`config.mk`:
```
export PLATFORM = sky130hd
export DESIGN_NAME = mem_req_master
export DESIGN_NICKNAME = d
export VERILOG_FILES = /design/src/rtl/mem_req_master.sv
export SDC_FILE = /design/constraint.sdc
export NUM_CORES = 1
export LEC_CHECK = 0
export BUFFER_PORTS_ARGS = -buffer_cell sky130_fd_sc_hd__buf_2
export CORE_ASPECT_RATIO = 0.75
export CORE_MARGIN = 2
export CORE_UTILIZATION = 40
export DETAILED_ROUTE_END_ITERATION = 6
export GPL_TIMING_DRIVEN = 1
export SLEW_MARGIN = 20
export SYNTH_ARGS = -nofsm -noshare
export SYNTH_HDL_FRONTEND = slang
export SYNTH_SLANG_ARGS = --single-unit
```
`constraint.sdc`:
```
create_clock -name clk_i -period 7.55 [get_ports clk_i]
set_clock_uncertainty 0.1 [all_clocks]
set_input_delay 0.3775 -clock clk_i [delete_from_list [all_inputs] [get_ports clk_i]]
set_output_delay 0.3775 -clock clk_i [all_outputs]
set_load 0.1 [all_outputs]
```
`src/rtl/mem_req_master.sv`:
```
// Queued request master: buffers upstream read/write requests and issues them one at a time
// to a valid/ready memory port, holding each read response until the consumer takes it.
module mem_req_master #(
    parameter int WIDTH      = 16,
    parameter int ADDR_WIDTH = 4,
    parameter int DEPTH      = 16,
    parameter int FIFO_DEPTH = 4
) (
    input  logic                            clk_i,
    input  logic                            reset_i,
    input  logic                            req_valid_i,
    output logic                            req_ready_o,
    input  logic                            req_wr_rd_i,
    input  logic [ADDR_WIDTH-1:0]           req_addr_i,
    input  logic [WIDTH-1:0]                req_wdata_i,
    output logic                            mem_valid_o,
    input  logic                            mem_ready_i,
    output logic                            mem_wr_rd_o,
    output logic [ADDR_WIDTH-1:0]           mem_addr_o,
    output logic [WIDTH-1:0]                mem_wdata_o,
    input  logic [WIDTH-1:0]                mem_rdata_i,
    output logic                            rsp_valid_o,
    input  logic                            rsp_ready_i,
    output logic [WIDTH-1:0]                rsp_rdata_o,
    output logic [$clog2(FIFO_DEPTH):0]     count_o
);

    localparam int PW = $clog2(FIFO_DEPTH);
    localparam int CW = PW + 1;
    localparam logic [CW-1:0] FULL_CNT = CW'(FIFO_DEPTH);

    // Pointers wrap by natural overflow, so the queue depth must be a power of two.
    if ((FIFO_DEPTH < 2) || ((1 << PW) != FIFO_DEPTH) || (DEPTH > (1 << ADDR_WIDTH))) begin : g_param_check
        $error("mem_req_master: bad FIFO_DEPTH or DEPTH/ADDR_WIDTH combination");
    end

    typedef enum logic [0:0] {IDLE = 1'b0, ISSUE = 1'b1} state_t;

    state_t                  state_r, state_next_s;
    logic                    q_wr_r    [FIFO_DEPTH];
    logic [ADDR_WIDTH-1:0]   q_addr_r  [FIFO_DEPTH];
    logic [WIDTH-1:0]        q_wdata_r [FIFO_DEPTH];
    logic [PW-1:0]           wr_ptr_r, rd_ptr_r;
    logic [CW-1:0]           count_r, count_next_s;
    logic                    ready_r, mem_valid_r, mem_wr_rd_r, rsp_valid_r;
    logic [ADDR_WIDTH-1:0]   mem_addr_r;
    logic [WIDTH-1:0]        mem_wdata_r, rsp_rdata_r;
    logic                    push_s, pop_s, hs_s, head_wr_s;

    assign push_s    = req_valid_i && ready_r;
    assign hs_s      = (state_r == ISSUE) && mem_ready_i;
    assign head_wr_s = q_wr_r[rd_ptr_r];

    // Next-state: a read waits at the head while an earlier response is still unconsumed.
    always_comb begin
        state_next_s = state_r;
        pop_s        = 1'b0;
        case (state_r)
            IDLE: begin
                if ((count_r != '0) && (head_wr_s || !rsp_valid_r)) begin
                    pop_s        = 1'b1;
                    state_next_s = ISSUE;
                end else begin
                    state_next_s = IDLE;
                end
            end
            ISSUE: begin
                if (mem_ready_i) begin
                    state_next_s = IDLE;
                end else begin
                    state_next_s = ISSUE;
                end
            end
            default: state_next_s = IDLE;
        endcase
    end

    // Occupancy update for push, pop or both in the same cycle.
    always_comb begin
        count_next_s = count_r;
        case ({push_s, pop_s})
            2'b10:   count_next_s = count_r + CW'(1);
            2'b01:   count_next_s = count_r - CW'(1);
            default: count_next_s = count_r;
        endcase
    end

    // FSM state, queue pointers, occupancy and the registered ready flag.
    always_ff @(posedge clk_i or negedge reset_i) begin
        if (!reset_i) begin
            state_r  <= IDLE;
            wr_ptr_r <= '0;
            rd_ptr_r <= '0;
            count_r  <= '0;
            ready_r  <= 1'b1;
        end else begin
            state_r  <= state_next_s;
            count_r  <= count_next_s;
            ready_r  <= (count_next_s < FULL_CNT);
            if (push_s) begin
                wr_ptr_r <= wr_ptr_r + PW'(1);
            end
            if (pop_s) begin
                rd_ptr_r <= rd_ptr_r + PW'(1);
            end
        end
    end

    // Queue storage written at the tail.
    always_ff @(posedge clk_i or negedge reset_i) begin
        if (!reset_i) begin
            for (int i = 0; i < FIFO_DEPTH; i++) begin
                q_wr_r[i]    <= 1'b0;
                q_addr_r[i]  <= '0;
                q_wdata_r[i] <= '0;
            end
        end else if (push_s) begin
            q_wr_r[wr_ptr_r]    <= req_wr_rd_i;
            q_addr_r[wr_ptr_r]  <= req_addr_i;
            q_wdata_r[wr_ptr_r] <= req_wdata_i;
        end
    end

    // Memory-side command registers, loaded from the head on pop and frozen during ISSUE.
    always_ff @(posedge clk_i or negedge reset_i) begin
        if (!reset_i) begin
            mem_valid_r <= 1'b0;
            mem_wr_rd_r <= 1'b0;
            mem_addr_r  <= '0;
            mem_wdata_r <= '0;
        end else begin
            mem_valid_r <= (state_next_s == ISSUE);
            if (pop_s) begin
                mem_wr_rd_r <= head_wr_s;
                mem_addr_r  <= q_addr_r[rd_ptr_r];
                mem_wdata_r <= q_wdata_r[rd_ptr_r];
            end
        end
    end

    // Read response holding register.
    always_ff @(posedge clk_i or negedge reset_i) begin
        if (!reset_i) begin
            rsp_valid_r <= 1'b0;
            rsp_rdata_r <= '0;
        end else if (hs_s && !mem_wr_rd_r) begin
            rsp_valid_r <= 1'b1;
            rsp_rdata_r <= mem_rdata_i;
        end else if (rsp_ready_i) begin
            rsp_valid_r <= 1'b0;
        end
    end

    assign req_ready_o = ready_r;
    assign count_o     = count_r;
    assign mem_valid_o = mem_valid_r;
    assign mem_wr_rd_o = mem_wr_rd_r;
    assign mem_addr_o  = mem_addr_r;
    assign mem_wdata_o = mem_wdata_r;
    assign rsp_valid_o = rsp_valid_r;
    assign rsp_rdata_o = rsp_rdata_r;

endmodule

```
Word level (Yosys, flattened, before mapping) --
Index checks and enable logic that the tools add are counted. W data, S select, Z words.
Word-level totals: input port bits 42, word-level logic and storage cells 70, register bits after elaboration 131
Operators by class: order comparisons 4, muxes and demuxes 25, add/subtract/negate cells 4, eq/ne operators 2, bitwise gates (word level) 3, reductions and logical operators 10
Operators with widths (count):
- $bwmux W64 | 1
- $mux W16 | 3
- $bmux W16 S2 | 1
- $demux W16 S2 | 1
- $bwmux W16 | 1
- $mux W4 | 3
- $bmux W4 S2 | 1
- $demux W4 S2 | 1
- $mux W1 | 8
- $ge A3 B3 Y1 const B | 2
- $not A2 Y3 | 2
- $pmux W3 S2 | 1
- $logic_and A1 B1 Y1 | 5
- $add A2 B1 Y2 const B | 2
- $bwmux W4 | 1
- $add A3 B1 Y3 const B | 1
- $lt A3 B1 Y1 const B | 1
- $lt A3 B3 Y1 const B | 1
- $reduce_bool A3 Y1 | 1
- $sub A3 B1 Y3 const B | 1
- $bmux W1 S2 | 1
- $demux W1 S2 | 1
- $eq A2 B1 Y1 const B | 1
- $eq A2 B2 Y1 const B | 1
- other kinds (5) | 6

Depth between registers and ports, before layout --
Gate-level depths: netlist of run 1.
depth in word-level cells 11, mapped depth 12

Least setup slack after synthesis of run 1 --
Ideal clock, no wire load.
path type flip-flop to flip-flop, from register count_r[0], in the netlist count_o[0], to register count_r[1], in the netlist count_o[1], buffers on the path 1, path slack 4682 ps, cell stages (with the launch flop) 9, library setup time 126 ps, arrival 2642 ps, cell sequence dfrtp_1 nor3_1 a311oi_2 nand2_2 buf_6 inv_1 ha_1 fa_1 mux2_2
On the way: word-level cells in the longest chain between the ends 6
RTL lines:
- start, declared | line 44 | logic [CW-1:0] count_r, count_next_s;
- start signal, assigned | line 98 | count_r <= count_next_s;
- $reduce_bool A3 Y1 * | line 60 | if ((count_r != '0) && (head_wr_s || !rsp_valid_r)) begin
- $logic_and A1 B1 Y1 * | line 60
- $mux W1 * | line 60
- $mux W1 * | line 58 | case (state_r)
- named net pop_s | line 48 | logic push_s, pop_s, hs_s, head_wr_s;
- $eq A2 B1 Y1 or $eq A2 B2 Y1 (tied branches) | line 81 | case ({push_s, pop_s})
- $pmux W3 S2 * | line 81
Mark *: on every way through the listed nets, which the timed path passes. The rest lies on a longest branch. A chain may end at the register's enable or synchronous reset.

Final worst setup path of run 1 --
from register rd_ptr_r[0], to register ready_r, in the netlist req_ready_o
On the way: word-level cells in the longest chain between the ends 11
RTL lines:
- start, declared | line 43 | logic [PW-1:0] wr_ptr_r, rd_ptr_r;
- start signal, assigned | line 104 | rd_ptr_r <= rd_ptr_r + PW'(1);
- $not A2 Y3 (not written as such) * | line 52 | assign head_wr_s = q_wr_r[rd_ptr_r];
- $bmux W1 S2 * | line 52
- $mux W1 (not written as such) * (2 in series) | line 52
- $logic_or A1 B1 Y1 * | line 60
- $logic_and A1 B1 Y1 * | line 60
- $mux W1 * | line 60
- $mux W1 * | line 58
- named net pop_s | line 48
- $eq A2 B1 Y1 or $eq A2 B2 Y1 (tied branches) | line 81
- $pmux W3 S2 * | line 81
- $lt A3 B3 Y1 * | line 99 | ready_r <= (count_next_s < FULL_CNT);
- end signal, assigned | line 99
- end, declared | line 45 | logic ready_r, mem_valid_r, mem_wr_rd_r, rsp_valid_r;
Mark *: on every way through the listed nets, which the timed path passes. The rest lies on a longest branch. The select of a mux whose other input is x is not followed.

==> flow_summary_export.csv, run 1 <==
group,metric,value,unit
run_status,status,"complete, no violations",
sta,period_needed,3.27,ns
yosys,synth_area_per_cell,16.8,sq um
run,cap_violations,0,
global_route,grt_first_pass_wirelength,18.0,mm
die,core_area,0.0136,sq mm
die,ioPinCount,85,
worst_setup_path,crit_type,"flip-flop to flip-flop",
placed_design,place_ws,4.19,ns
die,initial_core_util,40.7,%
cts,cts-root-buf,"clkbuf_16",
placed_design,finalWeightedCongestion,0.735,
finish,drive_above_1_share,60.5,%
cts,numCtsBuffers,17,
sta,worst-slew-pin-transition,0.823,ns
cts,ctsResizeCount,0,
die,std_cell_rows,37,
detailed_routing,wl,10.9,mm
die,die-width,140,um
placed_design,place_area,0.00615,sq mm
yosys,synth.distinct_cells,26,
global_route,grt_pass1_vias,3328,
die,die_h,106,um
sta,finalCritPeriodShare,43.3,%
placed_design,dp_hpwl,6.83,mm
sta,finalSetupViolations,0,
yosys,synth_nets,377,
yosys,synth-seq-cells,131,
detailed_routing,antenna_left,0,
worst_setup_path,critical_path_required,7.79,ns
placed_design,portBuffers,84,
detailed_routing,dr_total_vias,3046,
detailed_routing,avgRoutedWirePerCell,17.9,um
worst_hold_path,hp-class,"primary input to flip-flop",
finish,final_util,49.4,%
worst_setup_path,end_kind,"flip-flop",
sta,slew_headroom,45.1,%
finish,diodes,0,
sta,setup_tns,0,ns
cts,post-cts-setup-buffers,0,
finish,design_area,0.00672,sq mm
worst_setup_path,start_kind,"flip-flop",
cts,cts_tree,"done",
detailed_routing,drtPass1Iterations,4,
worst_setup_path,crit_arrival,3.50,ns
detailed_routing,drt-initial-drc-count,128,
cts,numClockSinks,131,
yosys,netlist_area,0.00554,sq mm
die,die_area,0.0148,sq mm
sta,hold_violations,0,
cts,clock_latency,0.41,ns
cts,cts_buffer_depth,2,
cts,clk_pin_slew,0.06,ns
cts,htreeDepth,4,
yosys,yosys_warnings,0,
global_route,antenna_found_initial,0,
finish,fin_nets,470,
sta,rsz0062_at_grt,"false",
global_route,grt_max_degree,77,
yosys,postSynthCellCount,329,
global_route,grt_usage,16.2,%
global_route,grt-ovfl-total,0,
sta,drv_slew,0,
detailed_routing,drc,0,
worst_setup_path,crit_path_max_fanout,26,
cts,cts_hold_buffers,1,
sta,fmax,0.306,GHz
yosys,ys_seq_area_share,59.2,%
detailed_routing,viasPerCell,5.01,
sta,fin_ws,4.28,ns
finish,synthToLayoutAreaGrowth,21.2,%
-- placed cells by master, fill, tap and decap left out, types with 3 or more instances in the layout --
cell	n
dfrtp_1	129
mux2_2	105
buf_2	83
mux4_2	20
mux2_4	17
clkbuf_16	17
inv_1	6
buf_4	6
xnor2_1	5
ha_1	5
nand2_1	4
nand3_1	4
clkbuf_1	4
clkinv_2	4
clkbuf_8	3
-- area by class of cell --
type                    instances  area [sq um]
clock buffers                  24           482
clock inverters                 6          80.1
fillers                      1209          6890
inverters                       6          22.5
multi-input cells             175          2150
flip-flops and latches        131          3280
well taps                     175           219
repair buffers                 91           482
-- per-layer routing --
layer  vias up  wire length, um  global-route usage, %
met5         -                0                      0
met4         0              112                   5.36
met3         9              486                   5.54
met2        65             5000                   24.3
met1      1587             5300                   22.2
li1       1385                -                      -
-- path summary, 6_finish.rpt --
| path | from | to | slack (ns) | cells past startpoint |
|---|---|---|---|---|
| setup / recovery | rd_ptr_r[0]$_DFFE_PN0P_ | req_ready_o$_DFF_PN1_ | 4.28 | 9 |
| hold / removal | rsp_ready_i | rsp_valid_o$_DFFE_PN0P_ | 0.04 | 2 |
| setup reg to reg | rd_ptr_r[0]$_DFFE_PN0P_ | req_ready_o$_DFF_PN1_ | 4.28 | 9 |
| hold reg to reg | q_wdata_r[17]$_DFFE_PN0P_ | q_wdata_r[17]$_DFFE_PN0P_ | 0.40 | 1 |
| max in group asynchronous | reset_i | rd_ptr_r[0]$_DFFE_PN0P_ | 5.66 | 3 |
| min in group asynchronous | reset_i | mem_wdata_o[1]$_DFFE_PN0P_ | 0.48 | 2 |
-- Yosys cell counts, drive strengths merged --
cell	count	area, sq um
inv	6	22.5
ha	5	62.6
fa	1	20.0
nand2	5	21.3
mux4	20	450
nand3	4	20.0
nor3	1	5.00
buf	10	60.1
xnor2	5	43.8
dfrtp	130	3250
nand3b	2	15.0
nor2	2	7.51
clkbuf	7	26.3
a32o	1	10.0
mux2i	2	20.0
nand2b	1	6.26
dfstp	1	26.3
a311oi	1	15.0
o21ai	2	10.0
xor2	1	8.76
mux2	122	1440
-- metrics by stage --
stage	hold WS, ns	instances
after floorplan	-0.0181	329
after global placement	0.346	577
after detailed placement	0.359	577
after CTS	0.0315	608
after global routing	0.0642	608
final	0.0424	608
-- registers in the layout, summed over array words and instances (netlist names), named ones only --
name         flops
q_wr_r           4
wr_ptr_r         2
mem_wr_rd_o      1
rd_ptr_r         2
rsp_valid_o      1
q_wdata_r       64
rsp_rdata_o     16
mem_valid_o      1
q_addr_r        16
req_ready_o      1
count_o          2
mem_wdata_o     16
mem_addr_o       4
-- cells by family after synthesis --
logic type | after synthesis | share of synthesized area (%)
AOI/OAI and AO/OA | 4 | 0.632
adders and majority gates | 6 | 1.49
DFF | 131 | 59.2
and+or+nand+nor | 15 | 1.35
muxes | 144 | 34.4
buffers and inverters | 23 | 1.96
xor gates and xnor gates | 6 | 0.948
-- critical path: stages (launching register included) --
cell and delay (ns):
dfrtp_2 0.91, a311oi_2 0.24, nand2_2 0.66, inv_1 0.11, ha_1 0.25, fa_1 0.38, xnor2_1 0.14, nor2_1 0.13
xor2_1 0.20, inv_1 0.06
Power of run 1 is left out: the tool's default activity adds up to more than one toggle a clock period on the data nets, which glitch-free logic cannot reach.
==> inputs of run 2 (changes only) <==
==> constraint.sdc (replaced) <==
create_clock -name clk_i -period 3.35 [get_ports clk_i]
set_clock_uncertainty 0.1 [all_clocks]
set_input_delay 0.1675 -clock clk_i [delete_from_list [all_inputs] [get_ports clk_i]]
set_output_delay 0.1675 -clock clk_i [all_outputs]
set_load 0.1 [all_outputs]
==> run 2 against run 1 <==
Design area up 5.8%. Final cell count up 6.9%. Routed wire length up 3.4%. Largest cell class unchanged. Highest routed layer unchanged. Sequential share of layout area down 2.7 points. Critical path depth up 1. Non-clock buffer count up 41. Worst setup slack worse by 3.2 ns. Global-route usage up 0.17 points. Register-to-register slack worse by 3.2 ns. Flip-flop and latch count unchanged. Hold slack better by 0.012 ns. Critical path type unchanged. Maximum frequency up 43%.
==> flow_summary_export.csv, run 2 (synthesized netlist as in run 1, its figures left out) <==
group,metric,value,unit
run_status,status,"complete, no violations",
sta,fmax,0.438,GHz
die,std_cell_rows,37,
cts,cts_tree,"done",
finish,mostFrequentLayoutCells,"dfrtp_1, mux2_2, buf_2",
sta,setup_tns,0,ns
detailed_routing,dr_total_vias,3249,
die,die_h,106,um
placed_design,finalWeightedCongestion,0.728,
sta,slew_headroom,45.5,%
run,cap_violations,0,
detailed_routing,avgRoutedWirePerCell,17.3,um
detailed_routing,viasPerCell,5.00,
finish,drive_above_1_share,55.4,%
detailed_routing,drc,0,
cts,clock_latency,0.41,ns
sta,finalCritPeriodShare,68.2,%
worst_setup_path,crit_path_frequent_cell,"inv_1",
detailed_routing,drt-initial-drc-count,131,
cts,numCtsBuffers,17,
finish,design_area,0.00711,sq mm
placed_design,dp_hpwl,6.72,mm
worst_hold_path,hp-class,"primary input to flip-flop",
worst_setup_path,path_depth,10,
worst_setup_path,crit_type,"flip-flop to flip-flop",
worst_setup_path,slowest_delay,0.42,ns
finish,max_flop_register,"q_wdata_r",
worst_hold_path,whs_path_depth,3,
sta,worst-slew-pin-transition,0.815,ns
sta,drv_slew,0,
die,core_area,0.0136,sq mm
cts,htreeDepth,4,
global_route,antenna_found_initial,0,
die,die-width,140,um
global_route,grt-ovfl-total,0,
die,ioPinCount,85,
worst_setup_path,crit_family,"adder cells",
finish,final_common_cell,"dfrtp_1",
sta,finalSetupViolations,0,
worst_setup_path,start_kind,"flip-flop",
cts,ctsResizeCount,0,
worst_setup_path,crit_arrival,2.52,ns
sta,fin_ws,1.07,ns
sta,hold-worst-slack,0.0547,ns
global_route,grt_max_degree,68,
sta,rsz0062_at_grt,"false",
die,initial_core_util,40.7,%
worst_setup_path,slowest_stage,"dfrtp_1",
detailed_routing,antenna_left,0,
die,die_area,0.0148,sq mm
worst_setup_path,crit_chain,"nor3_1 > a311oi_2 > nand2_2 > inv_1 > ha_1 > fa_1 > xnor2_1 > nor2_1 > xor2_1 > inv_1",
cts,clk_pin_slew,0.05,ns
cts,cts_buffer_depth,2,
placed_design,place_area,0.00617,sq mm
worst_setup_path,cp_num_buf_inv,2,
worst_setup_path,critical_path_required,3.59,ns
finish,synthToLayoutAreaGrowth,28.2,%
global_route,grt_first_pass_wirelength,18.6,mm
cts,numClockSinks,131,
placed_design,place_ws,1.05,ns
placed_design,portBuffers,84,
global_route,grt_usage,16.3,%
finish,fin_nets,511,
worst_setup_path,crit_path_max_fanout,4,
worst_setup_path,rr_worst_depth,10,
global_route,grt_pass1_vias,3546,
sta,period_needed,2.28,ns
sta,hold_violations,0,
detailed_routing,wl,11.3,mm
cts,cts-root-buf,"clkbuf_16",
detailed_routing,drtPass1Iterations,4,
finish,diodes,0,
finish,largest_reg_flops,64,
worst_setup_path,end_kind,"flip-flop",
run 2: cell count changes in the layout (fill, tap and decap cells not counted), sizes merged:
| cell | change |
|---|---|
| clkinv | +1 |
| bufinv | -1 |
| dlygate4sd3 | +39 |
| buf | +2 |
| clkbuf | +1 |
run 2: layer usage:
metal	vias up	part of all wire, %	track usage [%]	wire length [um]
met4	0	0.94	6.21	106
met2	69	49	27.0	5520
met5	-	0	0	0
met3	7	4.0	4.05	454
met1	1712	46	21.0	5190
li1	1461	-	-	-
run 2: area by class of cell:
class | count | area (sq um)
fill | 1151 | 6500
inverter | 6 | 22.5
sequential | 131 | 3280
tap | 175 | 219
clock buffer | 25 | 475
multi-input combinational | 175 | 2150
clock inverter | 6 | 55.1
timing repair buffer | 132 | 900
run 2: worst register-to-register path, stage by stage (launching register included):
cell and delay, ns:
dfrtp_1 0.42, nor3_1 0.37, a311oi_2 0.11, nand2_2 0.09, inv_1 0.04, ha_1 0.21
fa_1 0.39, xnor2_1 0.14, nor2_1 0.11, xor2_1 0.19, inv_1 0.06
run 2: worst paths after layout:
kind                                                 from                   endpoint  slack (ns)
worst min register to register  q_wdata_r[23]$_DFFE_PN0P_  q_wdata_r[23]$_DFFE_PN0P_        0.40
min in group asynchronous                         reset_i  q_wdata_r[49]$_DFFE_PN0P_        0.22
worst max-delay path               count_o[1]$_DFFE_PN0N_      req_ready_o$_DFF_PN1_        1.07
worst max register to register     count_o[1]$_DFFE_PN0N_      req_ready_o$_DFF_PN1_        1.07
max in group asynchronous                         reset_i  q_wdata_r[59]$_DFFE_PN0P_        2.16
worst min-delay path                          req_valid_i    wr_ptr_r[0]$_DFFE_PN0P_        0.05
run 2: through the flow:
stage	util, %	std cells
6_report	52.2	650
5_1_grt	52.2	650
4_1_cts	52.2	650
3_5_place_dp	45.4	579
3_3_place_gp	45.4	579
2_1_floorplan	-	329
run 2: what timing repair did:
action	in CTS	in global routing
hold endpoints to repair	167	0
setup buffers	0	0
hold buffers	40	0
Power of run 2 is left out for the same reason.
==> inputs of run 3 (changes only) <==
==> constraint.sdc (replaced) <==
create_clock -name clk_i -period 2 [get_ports clk_i]
set_clock_uncertainty 0.1 [all_clocks]
set_input_delay 0.1 -clock clk_i [delete_from_list [all_inputs] [get_ports clk_i]]
set_output_delay 0.1 -clock clk_i [all_outputs]
set_load 0.1 [all_outputs]
==> run 3 against run 2 <==
The run now ends with setup timing left. Sequential share of layout area is 1.7 points lower. Via count grew 0.83%. Global-route usage up 0.39 points. Utilization grew 2.3 points. Flip-flop and latch count did not move. Non-clock buffer count rose by 19. Register-to-register slack worse by 1.2 ns. Highest routed layer unchanged.
==> flow_summary_export.csv, run 3 (synthesized netlist as in run 1, its figures left out) <==
group,metric,value,unit
detailed_routing,antenna_left,0,
worst_setup_path,timing.rr.start,"rd_ptr_r[1]$_DFFE_PN0P_",
worst_setup_path,start_kind,"flip-flop",
die,std_cell_rows,37,
cts,htreeDepth,4,
cts,clk_pin_slew,0.06,ns
worst_setup_path,critical_path_required,2.23,ns
global_route,grt_pass1_vias,3676,
sta,finalSetupViolations,3,
worst_setup_path,rr_worst_depth,10,
die,core_area,0.0136,sq mm
global_route,grt_first_pass_wirelength,19.0,mm
placed_design,dp_hpwl,7.19,mm
placed_design,finalWeightedCongestion,0.727,
worst_setup_path,crit_arrival,2.40,ns
placed_design,dpl.cell_count,594,
detailed_routing,drtPass1Iterations,4,
sta,fin_ws,-0.168,ns
worst_setup_path,crit_path_max_fanout,3,
finish,largest_reg_flops,64,
run_status,violations,"setup timing",
worst_setup_path,crit_chain,"mux2i_2 > a311oi_2 > nand2_2 > inv_2 > ha_4 > fa_2 > xnor2_1 > nor2_1 > xor2_1 > inv_1",
die,initial_core_util,40.7,%
cts,cts_tree,"done",
finish,final_util,54.5,%
run_status,status,"complete, but fails checks",
detailed_routing,dr_total_vias,3276,
worst_setup_path,slowest_stage,"dfrtp_1",
cts,cts_buffer_depth,2,
global_route,antenna_found_initial,0,
worst_setup_path,slowest_delay,0.41,ns
sta,drv_slew,0,
sta,finalCritPeriodShare,108,%
finish,fin_nets,530,
die,die_area,0.0148,sq mm
worst_hold_path,hp-class,"primary input to flip-flop",
die,die_h,106,um
sta,rsz0062_at_grt,"true",
finish,nFillCells,1117,
finish,max_flop_register,"q_wdata_r",
worst_hold_path,worstHoldEndpoint,"wr_ptr_r[0]$_DFFE_PN0P_",
cts,numClockSinks,131,
die,die-width,140,um
worst_setup_path,timing.rr.end,"req_ready_o$_DFF_PN1_",
worst_setup_path,end_kind,"flip-flop",
worst_setup_path,cp_num_buf_inv,2,
finish,diodes,0,
global_route,grt_max_degree,61,
sta,fmax,0.461,GHz
sta,setup_tns,-0.437,ns
sta,slew_headroom,62.4,%
worst_setup_path,crit_type,"flip-flop to flip-flop",
detailed_routing,avgRoutedWirePerCell,17.2,um
finish,synthToLayoutAreaGrowth,33.8,%
finish,stdcell_count,670,
worst_setup_path,crit_family,"adder cells",
finish,mostFrequentLayoutCells,"dfrtp_1, mux2_2, buf_2",
detailed_routing,wl,11.5,mm
cts,numCtsBuffers,17,
worst_hold_path,whs_path_depth,3,
worst_setup_path,r2r_setup_slack,-0.17,ns
cts,clock_latency,0.40,ns
cts,cts-root-buf,"clkbuf_16",
global_route,grt-ovfl-total,0,
sta,hold_violations,0,
detailed_routing,viasPerCell,4.89,
detailed_routing,drt-initial-drc-count,103,
sta,period_needed,2.17,ns
worst_hold_path,worstHoldStart,"req_valid_i",
finish,final_common_cell,"dfrtp_1",
run,cap_violations,0,
global_route,grt_usage,16.7,%
die,ioPinCount,85,
detailed_routing,drc,0,
placed_design,portBuffers,84,
finish,drive_above_1_share,60.6,%
sta,worst-slew-pin-transition,0.565,ns
==> run 3: cell types whose count changed in the layout (fill, tap and decap cells not counted), sizes merged <==
| cell | delta |
|---|---|
| buf | +19 |
| clkinvlp | +3 |
| clkbuf | -2 |
==> run 3: through the flow <==
stage / hold slack, ns / worst slack [ns] / cell area (sq um)
CTS: 0.0491 / -0.119 / 7390
global route: 0.0806 / -0.315 / 7420
finish: 0.0471 / -0.168 / 7420
floorplan: -0.296 / -0.420 / 5580
detailed placement: 0.0143 / -0.144 / 6380
global placement: 0.00857 / -0.0981 / 6380
==> run 3: worst min-delay path, stage by stage <==
cell and delay [ns]:
buf_2 0.13, nand2_1 0.19, xnor2_1 0.09
==> run 3: how the worst max path moves through the flow <==
stage / from / to / slack (ns) / cells after the start
after global placement: rd_ptr_r[1]$_DFFE_PN0P_ / req_ready_o$_DFF_PN1_ / -0.1 / 10
after global routing: rd_ptr_r[1]$_DFFE_PN0P_ / req_ready_o$_DFF_PN1_ / -0.31 / 10
final: rd_ptr_r[1]$_DFFE_PN0P_ / req_ready_o$_DFF_PN1_ / -0.17 / 10
after CTS: rd_ptr_r[1]$_DFFE_PN0P_ / req_ready_o$_DFF_PN1_ / -0.12 / 11
after floorplan: count_o[0]$_DFFE_PN0N_ / req_ready_o$_DFF_PN1_ / -0.42 / 11
after detailed placement: rd_ptr_r[1]$_DFFE_PN0P_ / req_ready_o$_DFF_PN1_ / -0.14 / 11
==> run 3: routing by layer <==
layer / up-vias / GRT usage (%) / wire [um]
met5: - / 0 / 0
met4: 0 / 5.21 / 131
met3: 11 / 3.87 / 311
met2: 58 / 27.2 / 5600
met1: 1711 / 22.5 / 5450
li1: 1496 / - / -
==> run 3: final cells by class <==
type	instances	area, sq um	area share, %
clock buffer	23	498	6.72
clock inverter	9	77.6	1.05
inverter	6	22.5	0.304
multi-input combinational	175	2200	29.7
sequential	131	3300	44.4
tap	175	219	2.95
timing repair buffer	151	1100	14.9
==> run 3: timing repair <==
item                                    CTS  global route
hold buffers                             40             0
hold endpoints to repair                157             0
endpoints found under the setup margin    3            22
gates resized for setup                   4             3
pin swaps                                 2             1
gates cloned                              0             0
setup buffers                             3             1
Power of run 3 is left out for the same reason.
